$ cat src/rtl/rtc_bus_pkg.sv
// Shared types and constants for the RTC multiplexed-bus burst sequencer and
// the FSM that issues its bursts.
package rtc_bus_pkg;

  localparam int DEF_PHASE_CYC = 4;
  localparam int DEF_MAX_BURST = 16;

  // Command registers that trigger transfers between the RTC RAM and the clock core.
  localparam logic [7:0] RTC_CMD_XFER_TO_RAM   = 8'hF0;
  localparam logic [7:0] RTC_CMD_XFER_TO_CLOCK = 8'hF1;
  localparam logic [7:0] RTC_CMD_XFER_ALARM    = 8'hF2;

  typedef enum logic [2:0] {
    IDLE,
    ADDR_ASSERT,
    ADDR_HOLD,
    DATA_ASSERT,
    DATA_HOLD,
    GAP,
    FINISH
  } state_e;

endpackage

$ cat src/rtl/rtc_phase_timer.sv
// Phase-length down-counter: reloads whenever the sequencer enters a new
// state and flags the final cycle of that phase.
module rtc_phase_timer
  import rtc_bus_pkg::*;
#(
  parameter int PHASE_CYC = DEF_PHASE_CYC
) (
  input  logic clk,
  input  logic reset,
  input  logic load_i,
  output logic last_cycle_o
);

  localparam int CW = $clog2(PHASE_CYC + 1);
  localparam logic [CW-1:0] RELOAD = CW'(PHASE_CYC - 1);

  logic [CW-1:0] cnt_q;

  always_ff @(posedge clk) begin
    if (reset) begin
      cnt_q <= '0;
    end else if (load_i) begin
      cnt_q <= RELOAD;
    end else if (cnt_q != '0) begin
      cnt_q <= cnt_q - CW'(1);
    end
  end

  assign last_cycle_o = (cnt_q == '0);

endmodule

$ cat src/rtl/rtc_bus_burst_sequencer.sv
// Burst sequencer for the multiplexed address/data RTC bus: runs 1..MAX_BURST
// register accesses with five timed phases per word and supports abort.
module rtc_bus_burst_sequencer
  import rtc_bus_pkg::*;
#(
  parameter int DATA_W    = 8,
  parameter int MAX_BURST = DEF_MAX_BURST,
  parameter int PHASE_CYC = DEF_PHASE_CYC,
  parameter int LEN_W     = $clog2(MAX_BURST + 1)
) (
  input  logic              clk,
  input  logic              reset,
  input  logic              start,
  input  logic              wr_mode,
  input  logic [DATA_W-1:0] start_addr,
  input  logic [LEN_W-1:0]  len,
  input  logic              abort,
  input  logic [DATA_W-1:0] wdata,
  input  logic [DATA_W-1:0] bus_in,
  output logic [DATA_W-1:0] bus_out,
  output logic              bus_oe,
  output logic              a_d,
  output logic              cs,
  output logic              rd,
  output logic              wr,
  output logic [LEN_W-1:0]  word_idx,
  output logic [DATA_W-1:0] cur_addr,
  output logic [DATA_W-1:0] rdata,
  output logic              rvalid,
  output logic              busy,
  output logic              done,
  output logic              aborted
);

  state_e              state_q;
  logic                wr_mode_q;
  logic [DATA_W-1:0]   start_addr_q;
  logic [LEN_W-1:0]    len_q;
  logic [LEN_W-1:0]    word_idx_q;
  logic                abort_q;
  logic [DATA_W-1:0]   bus_out_q;
  logic                bus_oe_q;
  logic                a_d_q;
  logic                cs_q;
  logic                rd_q;
  logic                wr_q;
  logic [DATA_W-1:0]   rdata_q;
  logic                rvalid_q;
  logic                busy_q;
  logic                done_q;
  logic                aborted_q;

  logic [LEN_W-1:0]    len_clamp_d;
  logic [LEN_W-1:0]    word_next_d;
  logic [DATA_W-1:0]   next_addr_d;
  logic                more_words_d;
  logic                abort_seen_d;
  logic                phase_load;
  logic                last_cycle;

  assign len_clamp_d  = (len > LEN_W'(MAX_BURST)) ? LEN_W'(MAX_BURST) : len;
  assign word_next_d  = word_idx_q + LEN_W'(1);
  assign next_addr_d  = start_addr_q + DATA_W'(word_next_d);
  assign more_words_d = (word_next_d < len_q);
  // An abort arriving on the very last GAP cycle still stops the burst.
  assign abort_seen_d = abort_q | abort;
  assign phase_load   = last_cycle || (state_q == IDLE) || (state_q == FINISH);

  rtc_phase_timer #(
    .PHASE_CYC(PHASE_CYC)
  ) u_phase_timer (
    .clk         (clk),
    .reset       (reset),
    .load_i      (phase_load),
    .last_cycle_o(last_cycle)
  );

  always_ff @(posedge clk) begin
    if (reset) begin
      state_q      <= IDLE;
      wr_mode_q    <= 1'b0;
      start_addr_q <= '0;
      len_q        <= '0;
      word_idx_q   <= '0;
      abort_q      <= 1'b0;
      bus_out_q    <= '0;
      bus_oe_q     <= 1'b0;
      a_d_q        <= 1'b1;
      cs_q         <= 1'b1;
      rd_q         <= 1'b1;
      wr_q         <= 1'b1;
      rdata_q      <= '0;
      rvalid_q     <= 1'b0;
      busy_q       <= 1'b0;
      done_q       <= 1'b0;
      aborted_q    <= 1'b0;
    end else begin
      done_q   <= 1'b0;
      rvalid_q <= 1'b0;
      if (busy_q && abort) begin
        abort_q <= 1'b1;
      end
      case (state_q)
        IDLE: begin
          if (start) begin
            aborted_q <= 1'b0;
            abort_q   <= 1'b0;
            if (len == '0) begin
              state_q <= FINISH;
              done_q  <= 1'b1;
            end else begin
              wr_mode_q    <= wr_mode;
              start_addr_q <= start_addr;
              len_q        <= len_clamp_d;
              word_idx_q   <= '0;
              busy_q       <= 1'b1;
              state_q      <= ADDR_ASSERT;
              cs_q         <= 1'b0;
              wr_q         <= 1'b0;
              a_d_q        <= 1'b0;
              bus_oe_q     <= 1'b1;
              bus_out_q    <= start_addr;
            end
          end
        end
        ADDR_ASSERT: begin
          if (last_cycle) begin
            state_q <= ADDR_HOLD;
            wr_q    <= 1'b1;
          end
        end
        ADDR_HOLD: begin
          if (last_cycle) begin
            state_q <= DATA_ASSERT;
            a_d_q   <= 1'b1;
            if (wr_mode_q) begin
              wr_q      <= 1'b0;
              bus_oe_q  <= 1'b1;
              bus_out_q <= wdata;
            end else begin
              rd_q     <= 1'b0;
              bus_oe_q <= 1'b0;
            end
          end
        end
        DATA_ASSERT: begin
          if (last_cycle) begin
            state_q <= DATA_HOLD;
            rd_q    <= 1'b1;
            wr_q    <= 1'b1;
            if (!wr_mode_q) begin
              rdata_q  <= bus_in;
              rvalid_q <= 1'b1;
            end
          end
        end
        DATA_HOLD: begin
          if (last_cycle) begin
            state_q  <= GAP;
            cs_q     <= 1'b1;
            bus_oe_q <= 1'b0;
          end
        end
        GAP: begin
          if (last_cycle) begin
            if (more_words_d && !abort_seen_d) begin
              word_idx_q <= word_next_d;
              state_q    <= ADDR_ASSERT;
              cs_q       <= 1'b0;
              wr_q       <= 1'b0;
              a_d_q      <= 1'b0;
              bus_oe_q   <= 1'b1;
              bus_out_q  <= next_addr_d;
            end else begin
              state_q   <= FINISH;
              busy_q    <= 1'b0;
              done_q    <= 1'b1;
              aborted_q <= abort_seen_d;
            end
          end
        end
        FINISH: begin
          state_q <= IDLE;
        end
        default: begin
          state_q <= IDLE;
        end
      endcase
    end
  end

  assign bus_out  = bus_out_q;
  assign bus_oe   = bus_oe_q;
  assign a_d      = a_d_q;
  assign cs       = cs_q;
  assign rd       = rd_q;
  assign wr       = wr_q;
  assign word_idx = word_idx_q;
  assign cur_addr = start_addr_q + DATA_W'(word_idx_q);
  assign rdata    = rdata_q;
  assign rvalid   = rvalid_q;
  assign busy     = busy_q;
  assign done     = done_q;
  assign aborted  = aborted_q;

endmodule
$ cat config.mk
export PLATFORM = sky130hd
export DESIGN_NAME = rtc_bus_burst_sequencer
export DESIGN_NICKNAME = d
export VERILOG_FILES = /design/src/rtl/rtc_bus_pkg.sv /design/src/rtl/rtc_phase_timer.sv /design/src/rtl/rtc_bus_burst_sequencer.sv
export SDC_FILE = /design/constraint.sdc
export NUM_CORES = 1
export LEC_CHECK = 0
export ABC_AREA = 1
export CAP_MARGIN = 20
export CORE_MARGIN = 3
export CORE_UTILIZATION = 50
export CTS_CLUSTER_DIAMETER = 60
export DETAILED_ROUTE_END_ITERATION = 7
export GPL_TIMING_DRIVEN = 0
export PLACE_DENSITY_LB_ADDON = 0.12
export SETUP_SLACK_MARGIN = 0.05
export SLEW_MARGIN = 0
export SYNTH_ARGS = -nofsm -noshare
export SYNTH_HDL_FRONTEND = slang
export SYNTH_SLANG_ARGS = --single-unit
$ cat constraint.sdc
create_clock -name clk -period 3 [get_ports clk]
set_input_delay 0.75 -clock clk [delete_from_list [all_inputs] [get_ports clk]]
set_output_delay 0.75 -clock clk [all_outputs]
set_load 0.005 [all_outputs]
# Yosys cells after proc, flatten, opt, wreduce, memory -nomap -nowiden
# Index checks and enable logic that the tools add are counted.
word_totals:
  latchBits: 0
  rom_bits: 0
  elab_cells: 140
  ff_bits: 51
  n_memories: 0
  ram_bits: 0
classes:
  magnitude_cmp: 2
  n_mux: 61
  n_div: 0
  n_mul: 0
  shift: 0
  bitwise: 5
  n_reduce_logical: 31
  eq_ne: 18
  addsub: 4
ops:
  columns: ["op", "n"]
  rows:
  - ["$mux W8", 6]
  - ["$mux W1", 29]
  - ["$mux W5", 5]
  - ["$mux W3", 8]
  - ["$pmux W8 S3", 1]
  - ["$ne A2 B2 Y1 const B", 11]
  - ["$pmux W3 S6", 1]
  - ["$reduce_and A6 Y1", 3]
  - ["$add A8 B5 Y8", 2]
  - ["$reduce_and A7 Y1", 2]
  - ["$pmux W5 S2", 1]
  - ["$reduce_and A5 Y1", 2]
  - ["$eq A3 B3 Y1 const B", 3]
  - ["$reduce_bool A3 Y1", 3]
  - ["$pmux W1 S2", 4]
  - ["$pmux W1 S4", 2]
  - ["$reduce_and A4 Y1", 2]
  - ["$reduce_and A8 Y1", 1]
  - ["$reduce_bool A4 Y1", 2]
  - ["$eq A3 B2 Y1 const B", 2]
  - ["$logic_not A3 Y1", 2]
  - ["$pmux W1 S3", 2]
  - ["$reduce_and A3 Y1", 2]
  - ["$reduce_bool A2 Y1", 3]
  - ["other kinds (15)", 22]

# Logic depth before layout (Yosys ltp)
depth:
  depth_word: 6
  mapped_depth: 15

# By module
# Synthesis repeated with hierarchy kept, for this count alone.
hier_totals:
  cells_unflattened: 459
  hier_area_um2: 3062.9
by_module_without_submodules:
  columns: ["mod", "cells_each", "instances", "area_per_inst_um2"]
  rows:
  - ["rtc_bus_burst_sequencer", 433, 1, 2885.3]
  - ["rtc_phase_timer", 26, 1, 177.7]

# Worst setup path before layout
# No wires, ideal clock.
synth_timing:
  path_kind: "register -> output"
  startpoint: "register word_idx_q[0], in the netlist word_idx[0]"
  endpoint: "output port cur_addr[6]"
  required_time_ns: 2.250
  path_stages_with_launch: 8
  arrival_ns: 1.630
  setup_slack_ns: 0.620
  path_cell_list: "dfxtp_1 -> ha_1 -> inv_1 -> fa_1 -> o21ai_0 -> a21o_1 -> nand2_1 -> xnor2_1"
synth_between:
  elab_chain_len: 1
synth_rtl:
  columns: ["element", "line_no", "text"]
  rows:
  - ["start: declaration", "rtc_bus_burst_sequencer.sv:39", "logic [LEN_W-1:0] word_idx_q;"]
  - ["start signal: assignment", "rtc_bus_burst_sequencer.sv:167", "word_idx_q <= word_next_d;"]
  - ["$add A8 B5 Y8", "rtc_bus_burst_sequencer.sv:199", "assign cur_addr = start_addr_q + DATA_W'(word_idx_q);"]
  - ["end: declaration", "rtc_bus_burst_sequencer.sv:27", "output logic [DATA_W-1:0] cur_addr,"]
# No other way between the ends.

# Final worst setup path
layout_timing:
  startpoint: "register start_addr_q[0]"
  endpoint: "output port cur_addr[4]"
layout_between:
  elab_chain_len: 1
layout_rtl:
  columns: ["element", "line_no", "text"]
  rows:
  - ["start: declaration", "rtc_bus_burst_sequencer.sv:37", "logic [DATA_W-1:0] start_addr_q;"]
  - ["start signal: assignment", "rtc_bus_burst_sequencer.sv:113", "start_addr_q <= start_addr;"]
  - ["$add A8 B5 Y8", "rtc_bus_burst_sequencer.sv:199", null]
# No other way between the ends.

==> flow_metrics.env <==
export IMPL_diodes=0
export IMPL_ir_worst_vdd_mv=0.461
export IMPL_yosys_warnings=0
export IMPL_synthTopCellsByArea="dfxtp_1, nand2_1, nor2_1, ha_1, inv_1"
export IMPL_hold_class="reg2reg"
export IMPL_start_util=0.536
export IMPL_layout_common_cells="nand2_1, clkdlybuf4s50_1, nor2_1, inv_1, dfxtp_1"
export IMPL_synth_area_um2=3080
export IMPL_core_area_um2=5740
export IMPL_period_share=0.941
export IMPL_required_ns=2.25
export IMPL_leakagePower_nw=1.88
export IMPL_track_usage=0.231
export IMPL_cts_buffers=5
export IMPL_routed_wl_um=7930
export IMPL_cts_tree="done"
export IMPL_powerDensity_nw_per_um2=684
export IMPL_port_buffers=70
export IMPL_yosysSeqAreaShare=0.332
export IMPL_synth_cells=458
export IMPL_routedWlPerCell_um=13.0
export IMPL_ant_nets=0
export IMPL_vias_per_cell=5.15
export IMPL_overflow=0
export IMPL_nets=589
export IMPL_clock_skew_ns=0.00922
export IMPL_areaGrowthSynthToFinish_pct=30.0
export IMPL_p_clk_frac=0.148
export IMPL_fin_area_um2=4000
export IMPL_synth_fp_nets=511
export IMPL_syn_area_per_cell_um2=6.72
export IMPL_slew_viol_final=0
export IMPL_min_period_ns=2.82
export IMPL_hold_viol=0
export IMPL_max_slew_margin=0.635
export IMPL_end_kind="primary output"
export IMPL_die_h_um=84.5
export IMPL_rsz0062_at_grt="no"
export IMPL_seqPwrFrac=0.347
export IMPL_cts_root_buf="clkbuf_8"
export IMPL_vias=3136
export IMPL_pin_count=72
export IMPL_p_int_w=0.00162
export IMPL_finalSetupViolations=0
export IMPL_die_x_um=84.5
export IMPL_grt_pass1_vias=2973
export IMPL_switching_share=0.409
export IMPL_crit_fanout=3
export IMPL_yosys_area_top_type="dfxtp_1"
export IMPL_critical_path_arrival_ns=2.07
export IMPL_rows=27
export IMPL_drc_errors=0
export IMPL_final_common_cell="nand2_1"
export IMPL_fillers=489
export IMPL_placedInstanceArea_um2=3870
export IMPL_critical_path_class="reg2out"
export IMPL_drive_gt1_frac=0.0950
export IMPL_cap_violations=0
export IMPL_drt_pass1_iter_count=4
export IMPL_grt_max_degree=17
export IMPL_worst_slew_pin_slew_ns=0.548
export IMPL_comb_power_share=0.505
export IMPL_htree_levels=2
export IMPL_grt_antenna_before_repair=0
export IMPL_cts_sinks=51
export IMPL_drt_iter0_drc=127
export IMPL_place_gp_congestion=0.897
export IMPL_synth_top_area_frac=0.332
export IMPL_switching_power_w=0.00112
export IMPL_worstSetupStartpointType="register"
export IMPL_fp_dieArea_um2=7140
export IMPL_clk_latency_ns=0.31
export IMPL_hold_buffers=0
export IMPL_fmax_mhz=354
export IMPL_synth_seq_cells=51
export IMPL_hold_ws_ns=0.438
export IMPL_clk_pin_slew_ns=0.09
export IMPL_cts_max_path_buffers=2
export IMPL_status="finished, final reports clean"
export IMPL_dpl_hpwl_um=6220
export IMPL_grt_pass1_wl_um=13500
export IMPL_yosysUniqueCellTypes=33
-- layout make-up --
class | instances | area [um2] | share of cell area
timing repair buffer | 71 | 709 | 0.177
sequential | 51 | 1030 | 0.258
tap | 72 | 90.1 | 0.0225
inverter | 64 | 245 | 0.0612
clock buffer | 6 | 72.6 | 0.0181
multi-input combinational | 333 | 1790 | 0.446
buffer | 10 | 51.3 | 0.0128
clock inverter | 2 | 16.3 | 0.00406
-- Yosys cell counts (all sizes together) --
master,number
or2,2
ha,17
nand3b,2
a21oi,33
nand3,35
o21ai,37
o211a,1
nor3,1
a211oi,3
clkbuf,5
a31oi,1
clkinv,2
dfxtp,51
inv,62
xor2,5
nor2,75
buf,5
a21o,2
o211ai,2
xnor2,4
nand2,106
nand4,5
fa,2
-- per-layer routing --
| metal | routed length [um] | vias up | GRT usage | share of wire |
|---|---|---|---|---|
| met1 | 3630 | 1401 | 0.296 | 0.46 |
| met4 | 148 | 0 | 0.0705 | 0.019 |
| met5 | 0 | - | 0 | 0 |
| li1 | - | 1624 | - | - |
| met3 | 526 | 14 | 0.0589 | 0.066 |
| met2 | 3620 | 97 | 0.381 | 0.46 |
-- power groups by stage --
stage / Combinational, W / Sequential, W / Clock (W)
floorplan: 0.000891 / 0.000952 / 0
global placement: 0.00135 / 0.000955 / 0
detailed placement: 0.00138 / 0.000965 / 0
CTS: 0.00139 / 0.000951 / 0.000422
global route: 0.00157 / 0.000970 / 0.000452
finish: 0.00138 / 0.000949 / 0.000405
-- critical path: stages, from the launching register on --
cell and delay, ns:
dfxtp_2 0.37, ha_1 0.17, inv_1 0.05, fa_2 0.36, o21ai_2 0.16, xor2_1 0.15
clkdlybuf4s50_1 0.51
-- stage by stage --
stage	utilization	instances	setup WS, ns	setup TNS, ns	power [W]
4_1_cts	0.696	609	0.0535	0	0.00276
3_5_place_dp	0.674	600	0.0101	0	0.00234
3_3_place_gp	0.674	600	-0.00623	-0.00623	0.00231
6_report	0.697	609	0.177	0	0.00274
5_1_grt	0.697	609	0.0529	0	0.00299
2_1_floorplan	-	458	0.620	0	0.00184
-- state kept, by name, indices dropped and copies added (netlist names), 3 cells and up --
| name | count |
|---|---|
| len_q | 5 |
| rdata | 8 |
| u_phase_timer.cnt_q | 3 |
| word_idx | 5 |
| state_q | 3 |
| bus_out | 8 |
| start_addr_q | 8 |
-- path summary, 6_finish.rpt --
kind | startpoint | endpoint | slack, ns | cells after the start
setup / recovery | start_addr_q[0] | cur_addr[4] | 0.18 | 6
hold / removal | u_phase_timer.cnt_q[0] | u_phase_timer.cnt_q[0] | 0.44 | 1
setup reg to reg | word_idx[0] | bus_out[5] | 0.45 | 16
hold reg to reg | u_phase_timer.cnt_q[0] | u_phase_timer.cnt_q[0] | 0.44 | 1
-- timing repair --
| action | 4_1_cts | 5_1_grt |
|---|---|---|
| pin swaps | 1 | 1 |
| resized for setup | 12 | 3 |
| buffers inserted | 1 | 0 |
| endpoints found under the setup margin | 3 | 2 |
-- logic make-up after synthesis --
| kind of cell | share of synthesized area |
|---|---|
| fa+ha+maj | 0.0821 |
| buf+inv | 0.0963 |
| xor+xnor | 0.0256 |
| compound gates | 0.136 |
| flops | 0.332 |
| simple gates | 0.328 |
Power figures use the tool's default switching activity.
